==> src/rtl/div.sv <==
// Iterative 16-bit restoring divider, one quotient bit per clock; divide-by-zero returns all ones.
// Defining DIV_SIGNED_EN divides two's-complement operands by magnitude and fixes the signs on the final write.
module div (
  input  logic        clk,
  input  logic        reset,
  input  logic [15:0] divAIn,
  input  logic [15:0] divBIn,
  input  logic        divStart,
  output logic [15:0] divQuot,
  output logic [15:0] divRem,
  output logic        divBusy,
  output logic        divDone,
  output logic        divByZero
);

  typedef enum logic [1:0] {IDLE, RUN, ZERO} state_t;

  state_t      state_q, state_d;
  logic [3:0]  cnt_q, cnt_d;
  logic [15:0] a_q, a_d;       // dividend shifting out, quotient shifting in
  logic [15:0] b_q, b_d;
  logic [15:0] rem_q, rem_d;
  logic [15:0] quot_q, quot_d;
  logic [15:0] remo_q, remo_d;
  logic        dz_q, dz_d;
  logic        done_q, done_d;

  logic        accept;
  logic [16:0] trial;
  logic        ge;
  logic [15:0] diff;
  logic [15:0] step_rem, step_quo;
  logic [15:0] a_mag, b_mag;
  logic [15:0] res_quot, res_rem;

  assign accept   = (state_q == IDLE) && divStart;
  assign trial    = {rem_q, a_q[15]};
  assign ge       = trial >= {1'b0, b_q};
  // The true difference is below the divisor, so 16 bits are enough.
  assign diff     = trial[15:0] - b_q;
  assign step_rem = ge ? diff : trial[15:0];
  assign step_quo = {a_q[14:0], ge};

`ifdef DIV_SIGNED_EN
  logic qneg_q, qneg_d;
  logic rneg_q, rneg_d;

  assign a_mag    = divAIn[15] ? (~divAIn + 16'd1) : divAIn;
  assign b_mag    = divBIn[15] ? (~divBIn + 16'd1) : divBIn;
  assign qneg_d   = accept ? (divAIn[15] ^ divBIn[15]) : qneg_q;
  assign rneg_d   = accept ? divAIn[15] : rneg_q;
  assign res_quot = qneg_q ? (~step_quo + 16'd1) : step_quo;
  assign res_rem  = rneg_q ? (~step_rem + 16'd1) : step_rem;

  always_ff @(posedge clk or posedge reset) begin
    if (reset) begin
      qneg_q <= 1'b0;
      rneg_q <= 1'b0;
    end else begin
      qneg_q <= qneg_d;
      rneg_q <= rneg_d;
    end
  end
`else
  assign a_mag    = divAIn;
  assign b_mag    = divBIn;
  assign res_quot = step_quo;
  assign res_rem  = step_rem;
`endif

  always_comb begin
    state_d = state_q;
    cnt_d   = cnt_q;
    a_d     = a_q;
    b_d     = b_q;
    rem_d   = rem_q;
    quot_d  = quot_q;
    remo_d  = remo_q;
    dz_d    = dz_q;
    done_d  = 1'b0;
    case (state_q)
      IDLE: begin
        if (divStart) begin
          cnt_d = 4'd0;
          rem_d = 16'h0000;
          b_d   = b_mag;
          if (divBIn == 16'h0000) begin
            state_d = ZERO;
            a_d     = divAIn;  // raw dividend is returned as the remainder
          end else begin
            state_d = RUN;
            a_d     = a_mag;
          end
        end
      end
      RUN: begin
        a_d   = step_quo;
        rem_d = step_rem;
        cnt_d = cnt_q + 4'd1;
        if (cnt_q == 4'd15) begin
          state_d = IDLE;
          quot_d  = res_quot;
          remo_d  = res_rem;
          dz_d    = 1'b0;
          done_d  = 1'b1;
        end
      end
      ZERO: begin
        state_d = IDLE;
        quot_d  = 16'hFFFF;
        remo_d  = a_q;
        dz_d    = 1'b1;
        done_d  = 1'b1;
      end
      default: state_d = IDLE;
    endcase
  end

  always_ff @(posedge clk or posedge reset) begin
    if (reset) begin
      state_q <= IDLE;
      cnt_q   <= 4'd0;
      a_q     <= 16'h0000;
      b_q     <= 16'h0000;
      rem_q   <= 16'h0000;
      quot_q  <= 16'h0000;
      remo_q  <= 16'h0000;
      dz_q    <= 1'b0;
      done_q  <= 1'b0;
    end else begin
      state_q <= state_d;
      cnt_q   <= cnt_d;
      a_q     <= a_d;
      b_q     <= b_d;
      rem_q   <= rem_d;
      quot_q  <= quot_d;
      remo_q  <= remo_d;
      dz_q    <= dz_d;
      done_q  <= done_d;
    end
  end

  assign divQuot   = quot_q;
  assign divRem    = remo_q;
  assign divBusy   = (state_q != IDLE);
  assign divDone   = done_q;
  assign divByZero = dz_q;

endmodule

==> config.mk <==
export PLATFORM = sky130hd
export DESIGN_NAME = div
export DESIGN_NICKNAME = d
export VERILOG_FILES = /design/src/rtl/div.sv
export SDC_FILE = /design/constraint.sdc
export NUM_CORES = 1
export LEC_CHECK = 0
export ABC_AREA = 1
export BUFFER_PORTS_ARGS = -buffer_cell sky130_fd_sc_hd__buf_2
export CAP_MARGIN = 20
export CORE_MARGIN = 2
export CORE_UTILIZATION = 49
export CTS_BUF_LIST = sky130_fd_sc_hd__clkbuf_8
export CTS_CLUSTER_SIZE = 28
export DETAILED_ROUTE_END_ITERATION = 6
export GPL_ROUTABILITY_DRIVEN = 0
export MAX_ROUTING_LAYER = met4
export PLACE_DENSITY = 0.7
export SETUP_SLACK_MARGIN = 0.15
export SYNTH_ARGS = -nofsm -noshare
export SYNTH_HDL_FRONTEND = slang
export SYNTH_SLANG_ARGS = --single-unit
==> constraint.sdc <==
create_clock -name clk -period 3.7 [get_ports clk]
set_input_delay 0.74 -clock clk [delete_from_list [all_inputs] [get_ports clk]]
set_output_delay 0.74 -clock clk [all_outputs]
set_load 0.01 [all_outputs]
Word level (Yosys, flattened, before mapping) --
Index checks and enable logic that the tools add are counted.
Operators by class: order comparisons 1, multiplexer cells 19, reductions and logical operators 9, add/subtract/negate cells 2, eq/ne operators 5
Operator list (number):
- one-hot mux 16 bit (2 select lines) | 4
- 2-to-1 mux 16 bit | 5
- >= comparator 17 x 16 -> 1 bit | 1
- zero test 16 bit | 1
- subtractor 16 bit | 1
- one-hot mux 4 bit (2 select lines) | 1
- AND reduction 2 bit | 4
- 2-to-1 mux 2 bit | 3
- nonzero test 2 bit | 3
- adder 4 x 1 -> 4 bit (second input constant) | 1
- equality test 4 bit (second input constant) | 1
- 2-to-1 mux 4 bit | 1
- inequality test 2 bit (second input constant) | 2
- one-hot mux 1 bit (2 select lines) | 2
- one-hot mux 2 bit (2 select lines) | 1
- equality test 2 x 1 -> 1 bit (second input constant) | 1
- equality test 2 bit (second input constant) | 1
- zero test 2 bit | 1
- 2-to-1 mux 1 bit | 2
Word-level totals: input port bits 35, flip-flop bits (word level) 88

Longest topological paths before layout --
Gate-level depths: netlist of the first run.
word-level depth 4, gate-level depth with buffers 15, depth with buffers taken out 15

Worst setup path before layout of the first run --
No wires, ideal clock.
path type flip-flop to flip-flop, from register a_q[15], to register remo_q[8] (netlist: divRem[8]), stages on the path, launching flop included 15, data arrival time 1.774 ns, path buffers 0, path slack 1.860 ns, path through dfrtp_1 > inv_1 > ha_1 > inv_1 > fa_1 > nand2_1 > nand2_1 > nand2_1 > inv_1 > a21oi_1 > xnor2_1 > nand2_2 > nand3_1 > nand2_1 > nand2_1
Between the ends: cells in the longest elaborated chain, start to end 4
RTL lines:
- start, declared | RTL line 20 | logic [15:0] a_q, a_d;
- start signal, assigned | RTL line 123 | a_q <= 16'h0000;
- start signal, assigned | RTL line 133 | a_q <= a_d;
- subtractor 16 bit / >= comparator 17 x 16 -> 1 bit (equally long branches) | RTL line 40, 38
- 2-to-1 mux 16 bit (*) | RTL line 41 | assign step_rem = ge ? diff : trial[15:0];
- 2-to-1 mux 16 bit (*) | RTL line 100 | if (cnt_q == 4'd15) begin
- one-hot mux 16 bit (2 select lines) (*) | RTL line 81 | case (state_q)
- end signal, assigned | RTL line 137 | remo_q <= remo_d;
- end, declared | RTL line 24 | logic [15:0] remo_q, remo_d;
Every way passes the cells marked *; elsewhere a longest branch is shown, timed or not. The select of a mux whose other input is x is not followed. A chain may end at the register's enable or synchronous reset.

Worst setup path in the final report of the first run --
from register state_q[1], to register cnt_q[1]
Between the ends: cells in the longest elaborated chain, start to end 3
RTL lines:
- start, declared | RTL line 18 | state_t state_q, state_d;
- start signal, assigned | RTL line 131 | state_q <= state_d;
- equality test 2 x 1 -> 1 bit / zero test 2 bit (equally long branches) | RTL line 81
- nonzero test 2 bit (no line) / inequality test 2 bit (equally long branches)
- AND reduction 2 bit (no line)
- end signal, assigned | RTL line 132 | cnt_q <= cnt_d;
- end, declared | RTL line 19 | logic [3:0] cnt_q, cnt_d;
Several ways; a longest one is shown, not always the timed one.

==> summary.txt, run 1 <==
GRT
  – Initial antenna violation count: 0
  – GRT Total Usage: 0.2456
  – Vias in the first global route: 4394
  – Grt ovf: 0
  – Largest net degree at the start of global routing: 55
  – First-pass GRT wire length: 21.14 mm

Floorplanning
  – Top Ports: 70
  – Die height: 105.3 um
  – Rows: 36
  – Core region area: 9864 sq um
  – Die width: 105.3 um
  – Starting Density: 0.5096
  – Die area: 11090 sq um

CTS
  – CTS Hold Buffers Added: 0
  – CTS Root Cell: clkbuf_8
  – Post-CTS Resized: 0
  – Clock sink count: 88
  – Clock Latency Late Sink: 0.37 ns
  – Post-CTS setup buffers: 0
  – Clock Tree Buf Depth: 2
  – H-tree Lvls: 3
  – Clk slew on worst S/H paths: 0.10 ns
  – CTS tree: done
  – Total CTS buffers: 9

Setup path
  – Setup CP Type: reg -> reg
  – CP startpoint kind: flip-flop
  – Critical Path Fanout Max: 20
  – R2R Path Start: state_q[1]$_DFFE_PP0P_
  – R2R cell count: 7
  – R2r setup slk: 1.11 ns
  – Required time of the critical path: 3.95 ns
  – Critical path startpoint: state_q[1]$_DFFE_PP0P_
  – CP max-delay cell: clkinv_1
  – CP arrival: 2.84 ns
  – Cells along the critical path: inv_1 -> ha_1 -> nand2_1 -> o21ai_1 -> buf_4 -> clkinv_1 -> a22o_1
  – Worst setup EP type: flip-flop
  – Critical register-to-register path endpoint: cnt_q[1]$_DFFE_PP0P_
  – Delay of the slowest cell on the worst path: 0.51 ns

Logic synthesis
  – Synth Instances: 676
  – Synth area leader: dfrtp_1
  – Mapped Area: 5027 sq um
  – Main synth FF type: dfrtp_1
  – Synth cell count leaders: 229 x nand2_1, 91 x inv_1, 88 x dfrtp_1, 52 x nand3_1, 32 x o21ai_0
  – Post-synth EDFFs: 0
  – Asr flop ratio synth: 1.000
  – Synth top area share: 0.4380
  – Ys Warns: 0
  – Unique cell type count in the Yosys netlist: 38
  – Mean area per synthesized cell: 7.437 sq um
  – Post-Syn Nets: 732
  – Register area share after synthesis: 0.4380
  – #FFs+latches synth: 88
  – Most frequent cell after synthesis: nand2_1
  – Area contributors post-synth: dfrtp_1 44%, nand2_1 17%, inv_1 6.8%, nand3_1 5.2%, ha_1 5.0%

Timing
  – Max Freq: 386.1 MHz
  – Final setup vio count: 0
  – Slew of the pin with the lowest slew margin: 0.7194 ns
  – Part of the cycle the worst path needs: 0.6999
  – Final min period: 2.590 ns
  – Final Hold Viols: 0
  – Clock skew: 0.01555 ns
  – WHS: 0.2357 ns
  – RSZ-0062 raised after global routing: false
  – Final setup TNS: 0 ns
  – Slew HR: 0.5204
  – Max Slew Vio Count: 0

Detailed routing
  – Met2 wire length: 5.933 mm
  – Routed met1 length: 5.800 mm
  – Post-Route WL: 12.53 mm
  – Drt pass-1 iters: 5
  – Drt first-iter violations: 327
  – Routed Antenna Nets: 0
  – Met3 WL: 671 um
  – Wire per inst: 14.26 um
  – Highest routed metal layer: met4
  – Post-route DRC: 0
  – Via count: 4629
  – Vias per inst: 5.266

Placement
  – IO Port Bufs: 69
  – DP Area: 5487 sq um
  – DP Wirelength: 9.328 mm

Outcome
  – Status: complete, no violations

Power and ir drop
  – Overall power: 0.005259 W
  – Leakage: 3.235 nW
  – Worst-case vdd ir drop: 0.3672 mV
  – PD cells: 916.0 nW/um^2

Final layout
  – Diodes inserted: 0
  – Area Growth Syn to Fin: 14.21%
  – Layout cells sized above 1: 0.1595
  – Final net count: 797
  – Fillers: 913
  – Final Instance Area: 5742 sq um

Min path
  – Hold WC Path Type: in -> async

Run
  – Max cap viols: 0
-- final cells by class --
class	instances	area (sq um)	area share
clock buffer	10	137.6	0.02397
inverter	95	357.8	0.06232
timing repair buffer	78	452.9	0.07888
clock inverter	6	75.07	0.01307
tap	133	166.4	0.02898
multi-input combinational	469	2350	0.4092
sequential	88	2202	0.3835
-- metal layers --
metal / vias up / GRT usage
li1: 2285 / -
met1: 2180 / 0.3211
met2: 149 / 0.4005
met3: 15 / 0.03958
met4: 0 / 0.06381
met5: - / -
-- logic make-up (layout without fill, tap and decap cells) --
family,Yosys count,after routing,share of synthesized area
fa+ha+maj,21,21,0.05376
compound gates,97,97,0.1112
flops,88,88,0.4380
xor+xnor,6,6,0.01045
simple gates,345,345,0.2912
buf+inv,119,189,0.09532
-- flip-flops by register name, indices dropped and copies added, names as in the netlist --
signal and count:
divRem 16, divByZero 1, divDone 1, rem_q 16
cnt_q 4, divQuot 16, b_q 16, a_q 16
state_q 2
-- cell usage in the layout (no fill, tap or decap), types with 3 or more instances in the layout --
cell type    n
a21oi_1     29
a22oi_1     13
a31oi_1     14
buf_2       69
buf_4        6
clkbuf_8    10
dfrtp_1     88
ha_1        20
inv_1       90
inv_2        3
nand2_1    229
nand2_2      9
nand3_1     52
nand3b_1     3
nand4_1      5
nor2_1      30
nor2_2       3
nor3_1       3
nor4_1       3
o21ai_0     31
xor2_1       4
-- power by group --
group	internal [W]	switching (W)
sequential	0.00135	0.000211
clock	0.000340	0.000376
combinational	0.00103	0.00194
-- worst max-delay path, delay by kind of cell, from the launching register on --
family	cells	cell delay (ns)
buffers and inverters	3	0.87
AO/OA/AOI/OAI	2	0.56
flip-flops	1	0.40
AND/OR/NAND/NOR	1	0.38
adder cells (fa/ha/maj)	1	0.25
-- per-stage QoR --
step,util,worst slack [ns],instances
global route,0.5821,0.9170,879
CTS,0.5778,1.124,877
global placement,0.5562,1.126,861
detailed placement,0.5562,1.083,861
finish,0.5821,1.110,879
floorplan,-,0.6814,676
-- how the worst max path moves through the flow --
stage,depth (start not counted),to,slack (ns)
4_1_cts,7,cnt_q[1]$_DFFE_PP0P_,1.12
2_1_floorplan,1,a_q[0]$_DFFE_PP0P_,0.68
3_3_place_gp,7,cnt_q[2]$_DFFE_PP0P_,1.13
6_report,7,cnt_q[1]$_DFFE_PP0P_,1.11
3_5_place_dp,6,cnt_q[1]$_DFFE_PP0P_,1.08
5_1_grt,7,cnt_q[1]$_DFFE_PP0P_,0.92
No activity file was read; power rests on OpenSTA's default activity.
==> run 2, diff against run 1 <==
==> constraint.sdc (replaced) <==
create_clock -name clk -period 2.4 [get_ports clk]
set_input_delay 0.48 -clock clk [delete_from_list [all_inputs] [get_ports clk]]
set_output_delay 0.48 -clock clk [all_outputs]
set_load 0.01 [all_outputs]
==> summary.txt, run 2 (synthesis gave the netlist of run 1 again) <==
Timing
  – Slew HR: 0.6451
  – Final min period: 2.181 ns
  – RSZ-0062 raised after global routing: true
  – Final Hold Viols: 0
  – Clock skew: 0.01537 ns
  – Final setup TNS: 0 ns
  – Part of the cycle the worst path needs: 0.9086
  – Max Slew Vio Count: 0
  – Max Freq: 458.6 MHz
  – WHS: 0.2221 ns
  – Slew of the pin with the lowest slew margin: 0.5316 ns
  – Final setup vio count: 0

CTS
  – CTS tree: done
  – Clk slew on worst S/H paths: 0.09 ns
  – CTS Root Cell: clkbuf_8
  – Clock Tree Buf Depth: 2
  – H-tree Lvls: 3
  – Total CTS buffers: 9
  – Clock Latency Late Sink: 0.38 ns
  – CTS Hold Buffers Added: 0
  – Clock sink count: 88

Detailed routing
  – Vias per inst: 5.334
  – Via count: 4721
  – Wire per inst: 14.56 um
  – Post-Route WL: 12.89 mm
  – Post-route DRC: 0
  – Drt pass-1 iters: 7
  – Routed Antenna Nets: 0
  – Drt first-iter violations: 311

Setup path
  – Setup CP Type: reg -> reg
  – CP startpoint kind: flip-flop
  – CP arrival: 2.45 ns
  – Required time of the critical path: 2.67 ns
  – Critical Path Fanout Max: 4
  – R2R cell count: 14
  – Worst setup EP type: flip-flop

Floorplanning
  – Core region area: 9864 sq um
  – Starting Density: 0.5096
  – Die area: 11090 sq um
  – Die width: 105.3 um
  – Die height: 105.3 um
  – Top Ports: 70
  – Rows: 36

Min path
  – Hold WC Path Type: in -> async

Final layout
  – Final net count: 803
  – Commonest non-fill, non-tap cell in the layout: nand2_1
  – Diodes inserted: 0
  – Area Growth Syn to Fin: 16.65%
  – Commonest non-fill, non-tap cells in the layout: 228 x nand2_1, 89 x inv_1, 88 x dfrtp_1
  – Fillers: 900
  – Layout cells sized above 1: 0.1755

GRT
  – First-pass GRT wire length: 21.05 mm
  – Largest net degree at the start of global routing: 89
  – Vias in the first global route: 4419
  – Grt ovf: 0
  – GRT Total Usage: 0.2453
  – Initial antenna violation count: 0

Outcome
  – Status: complete, no violations

Power and ir drop
  – PD cells: 1451 nW/um^2
  – Worst-case vdd ir drop: 0.6609 mV
  – Leakage: 3.253 nW
  – Overall power: 0.008510 W

Run
  – Max cap viols: 0

Placement
  – IO Port Bufs: 69
  – DP Wirelength: 9.243 mm
## run 2: changes by cell type in the layout (fill, tap and decap cells not counted), sizes merged
cell / before / now
clkbuf: 10 / 9
buf: 78 / 84
clkinv: 4 / 2
clkinvlp: 1 / 2
bufinv: 1 / 3
## run 2: cell type report
class | count | area (sq um) | area share
clock buffers | 9 | 123.9 | 0.02112
clock inverters | 7 | 126.4 | 0.02155
inverters | 95 | 360.3 | 0.06145
multi-input cells | 469 | 2415 | 0.4118
flip-flops and latches | 88 | 2202 | 0.3755
well taps | 133 | 166.4 | 0.02838
repair buffers | 84 | 470.5 | 0.08022
## run 2: worst paths after layout
kind,slack [ns],to,from
setup / recovery,0.22,divRem[12]$_DFFE_PP0P_,a_q[15]$_DFFE_PP0P_
hold / removal,0.22,cnt_q[2]$_DFFE_PP0P_,reset
setup reg to reg,0.22,divRem[12]$_DFFE_PP0P_,a_q[15]$_DFFE_PP0P_
hold reg to reg,0.48,divByZero$_DFFE_PP0P_,divByZero$_DFFE_PP0P_
max in group asynchronous,1.82,rem_q[3]$_DFFE_PP0P_,reset
min in group clk,0.33,b_q[13]$_DFFE_PP0P_,divBIn[13]
## run 2: repair_timing
item                       in CTS  in global routing
gates resized for setup         0                 10
setup endpoints to repair       5                 32
pin swaps                       1                  1
buffers inserted                2                  3
## run 2: worst max-delay path, cell delays in order, from the launching register on
cell	delay [ns]
dfrtp_1	0.40
inv_2	0.09
ha_1	0.14
inv_1	0.08
fa_1	0.38
nand2_1	0.11
nand2_1	0.08
nand2_1	0.10
inv_1	0.08
nand3_1	0.10
nand4_1	0.15
nand3_1	0.16
nand3_1	0.09
nand2_1	0.08
nand2_1	0.04
## run 2: metrics by stage
stage,worst slack (ns),instance area [sq um],utilization,instances
6_report,0.2193,5864,0.5945,885
5_1_grt,0.1320,5864,0.5945,885
2_1_floorplan,0.5605,5031,-,676
4_1_cts,0.2076,5777,0.5856,882
3_3_place_gp,0.2229,5512,0.5587,864
3_5_place_dp,0.1552,5512,0.5587,864
## run 2: power by group
group / internal, W / switching, W
registers: 0.00209 / 0.000357
logic: 0.00169 / 0.00309
clock network: 0.000704 / 0.000586
## run 2: routing by layer
layer | vias to the layer above | part of all wire | GRT usage | routed length (um)
met1 | 2205 | 0.46 | 0.3309 | 5989
met5 | - | 0 | - | 0
met3 | 23 | 0.066 | 0.03834 | 854
met2 | 191 | 0.45 | 0.3783 | 5821
li1 | 2302 | - | - | -
met4 | 0 | 0.017 | 0.08571 | 221
==> run 3, diff against run 2 <==
--- a/config.mk
+++ b/config.mk
@@ -7,7 +7,7 @@
 export LEC_CHECK = 0
 export ABC_AREA = 1
 export BUFFER_PORTS_ARGS = -buffer_cell sky130_fd_sc_hd__buf_2
-export CAP_MARGIN = 20
+export CAP_MARGIN = 30
 export CORE_MARGIN = 2
 export CORE_UTILIZATION = 49
 export CTS_BUF_LIST = sky130_fd_sc_hd__clkbuf_8
@@ -16,7 +16,7 @@
 export GPL_ROUTABILITY_DRIVEN = 0
 export MAX_ROUTING_LAYER = met4
 export PLACE_DENSITY = 0.7
-export SETUP_SLACK_MARGIN = 0.15
+export SETUP_SLACK_MARGIN = 0.3
 export SYNTH_ARGS = -nofsm -noshare
 export SYNTH_HDL_FRONTEND = slang
 export SYNTH_SLANG_ARGS = --single-unit
==> constraint.sdc (replaced) <==
create_clock -name clk -period 2.67 [get_ports clk]
set_input_delay 0.534 -clock clk [delete_from_list [all_inputs] [get_ports clk]]
set_output_delay 0.534 -clock clk [all_outputs]
set_load 0.01 [all_outputs]
==> summary.txt, run 3 (synthesis gave the netlist of run 1 again) <==
Timing
  – Slew of the pin with the lowest slew margin: 0.5752 ns
  – Final setup TNS: 0 ns
  – Final min period: 2.181 ns
  – RSZ-0062 raised after global routing: false
  – Final setup vio count: 0
  – Clock skew: 0.008833 ns
  – Slew HR: 0.6157
  – Final Hold Viols: 0
  – Slack of the critical path: 0.4886 ns
  – Part of the cycle the worst path needs: 0.8170
  – Max Slew Vio Count: 0
  – Max Freq: 458.4 MHz

Setup path
  – R2R Path Start: b_q[4]$_DFFE_PP0P_
  – Delay of the slowest cell on the worst path: 0.37 ns
  – Largest delay contributor family on the critical path: simple AND/OR/NAND/NOR gates
  – Critical Path Fanout Max: 18
  – Setup CP Type: reg -> reg
  – Most common cell on crit path: nand2_1
  – CP Buf/Inv Count: 2
  – CP startpoint kind: flip-flop
  – Required time of the critical path: 2.94 ns
  – CP max-delay cell: dfrtp_1
  – Worst setup EP type: flip-flop
  – CP arrival: 2.45 ns
  – Critical path startpoint: b_q[4]$_DFFE_PP0P_
  – Cells along the critical path: inv_1 -> ha_1 -> nand2_1 -> inv_1 -> nand2_1 -> nand2_1 -> nand2_1 -> nand3_2 -> nand2_8 -> nand2_8 -> nand3_1 -> nand3_1 -> nand2_1 -> nand2_1

Power and ir drop
  – Seq pwr share: 0.302
  – Clock Power Share: 0.116
  – PD cells: 1257 nW/um^2
  – Sw Pwr: 0.003548 W
  – Overall power: 0.007210 W
  – Sw frac: 0.4921
  – Pint: 0.003662 W
  – Leakage: 3.214 nW
  – Worst-case vdd ir drop: 0.4362 mV
  – Comb pwr share: 0.582

Detailed routing
  – Post-Route WL: 12.83 mm
  – Highest routed metal layer: met4
  – Routed met1 length: 5.890 mm
  – Met2 wire length: 5.769 mm
  – Drt first-iter violations: 297
  – Via count: 4585
  – Met3 WL: 779 um
  – Routed Antenna Nets: 0
  – Drt pass-1 iters: 5
  – Wire per inst: 14.53 um
  – Vias per inst: 5.193
  – Post-route DRC: 0

Final layout
  – Multi-input combinational cell area: 2370 sq um
  – Layout cells sized above 1: 0.1653
  – Diodes inserted: 0
  – Commonest non-fill, non-tap cell in the layout: nand2_1
  – Commonest non-fill, non-tap cells in the layout: 229 x nand2_1, 90 x inv_1, 88 x dfrtp_1
  – Area Growth Syn to Fin: 14.14%
  – Storage element area: 2202 sq um
  – Fillers: 910
  – Final net count: 801

GRT
  – Initial antenna violation count: 0
  – First-pass GRT wire length: 21.64 mm
  – Vias in the first global route: 4473
  – GRT Total Usage: 0.2521
  – Grt ovf: 0
  – Largest net degree at the start of global routing: 66

Floorplanning
  – Top Ports: 70
  – Die height: 105.3 um
  – Rows: 36
  – Starting Density: 0.5096
  – Die area: 11090 sq um
  – Core region area: 9864 sq um
  – Die width: 105.3 um

Placement
  – Pre-CTS setup slack: 0.3975 ns
  – IO Port Bufs: 69
  – DP Wirelength: 9.415 mm

CTS
  – CTS Hold Buffers Added: 0
  – Total CTS buffers: 9
  – CTS tree: done
  – CTS Root Cell: clkbuf_8
  – Clk slew on worst S/H paths: 0.09 ns
  – Clock Tree Buf Depth: 2
  – Clock Latency Late Sink: 0.37 ns
  – H-tree Lvls: 3
  – Clock sink count: 88

Min path
  – Hold WC Path Type: in -> async

Run
  – Max cap viols: 0

Outcome
  – Status: complete, no violations
-- run 3: cell types whose count changed in the layout (fill, tap and decap cells not counted), sizes merged --
cell,change
bufinv,-3
clkinv,+3
buf,-2
clkinvlp,+1
inv,-1
-- run 3: final cells by class --
cell class	instances	area share
Clock buffer	9	0.02159
Clock inverter	7	0.008286
Inverter	95	0.06280
Multi-Input combinational cell	469	0.4130
Sequential cell	88	0.3838
Tap cell	133	0.02900
Timing Repair Buffer	82	0.08155
-- run 3: path summary, 6_finish.rpt --
kind                                           to  slack (ns)  cells past startpoint
hold / removal               cnt_q[0]$_DFFE_PP0P_        0.21                      2
hold reg to reg             divByZero$_DFFE_PP0P_        0.48                      2
setup reg to reg           divRem[11]$_DFFE_PP0P_        0.49                     14
setup / recovery           divRem[11]$_DFFE_PP0P_        0.49                     14
min in group clk              b_q[11]$_DFFE_PP0P_        0.39                      3
max in group asynchronous      b_q[7]$_DFFE_PP0P_        1.75                      3
-- run 3: what timing repair did --
item | 4_1_cts | 5_1_grt
resized for setup | 0 | 3
buffers inserted | 0 | 3
endpoints found under the setup margin | 0 | 21
-- run 3: per-stage QoR --
| step | utilization | hold slack [ns] | cell area, sq um | std cells |
|---|---|---|---|---|
| final | 0.5817 | 0.2125 | 5738 | 883 |
| after global routing | 0.5817 | 0.2587 | 5738 | 883 |
| after CTS | 0.5761 | 0.2275 | 5683 | 880 |
| after detailed placement | 0.5587 | 0.4610 | 5512 | 864 |
| after global placement | 0.5587 | 0.4553 | 5512 | 864 |
| after floorplan | - | 0.4528 | 5031 | 676 |
-- run 3: per-layer routing --
| layer | GRT usage | vias up |
|---|---|---|
| met5 | - | - |
| met4 | 0.1133 | 0 |
| met3 | 0.03216 | 22 |
| met2 | 0.3797 | 153 |
| met1 | 0.3420 | 2110 |
| li1 | - | 2300 |
-- run 3: worst register-to-register path, stage by stage, from the launching register on --
cell,delay [ns]
dfrtp_1,0.37
inv_1,0.14
ha_1,0.31
nand2_1,0.15
inv_1,0.05
nand2_1,0.08
nand2_1,0.06
nand2_1,0.09
nand3_2,0.14
nand2_8,0.16
nand2_8,0.13
nand3_1,0.14
nand3_1,0.13
nand2_1,0.10
nand2_1,0.06
-- run 3: power by group through the flow --
stage | registers, W | clock network [W] | logic (W)
after global routing | 0.00224 | 0.000918 | 0.00479
after floorplan | 0.00223 | 0 | 0.00301
final | 0.00218 | 0.000833 | 0.00420
after detailed placement | 0.00220 | 0 | 0.00412
after CTS | 0.00218 | 0.000852 | 0.00415
after global placement | 0.00218 | 0 | 0.00406
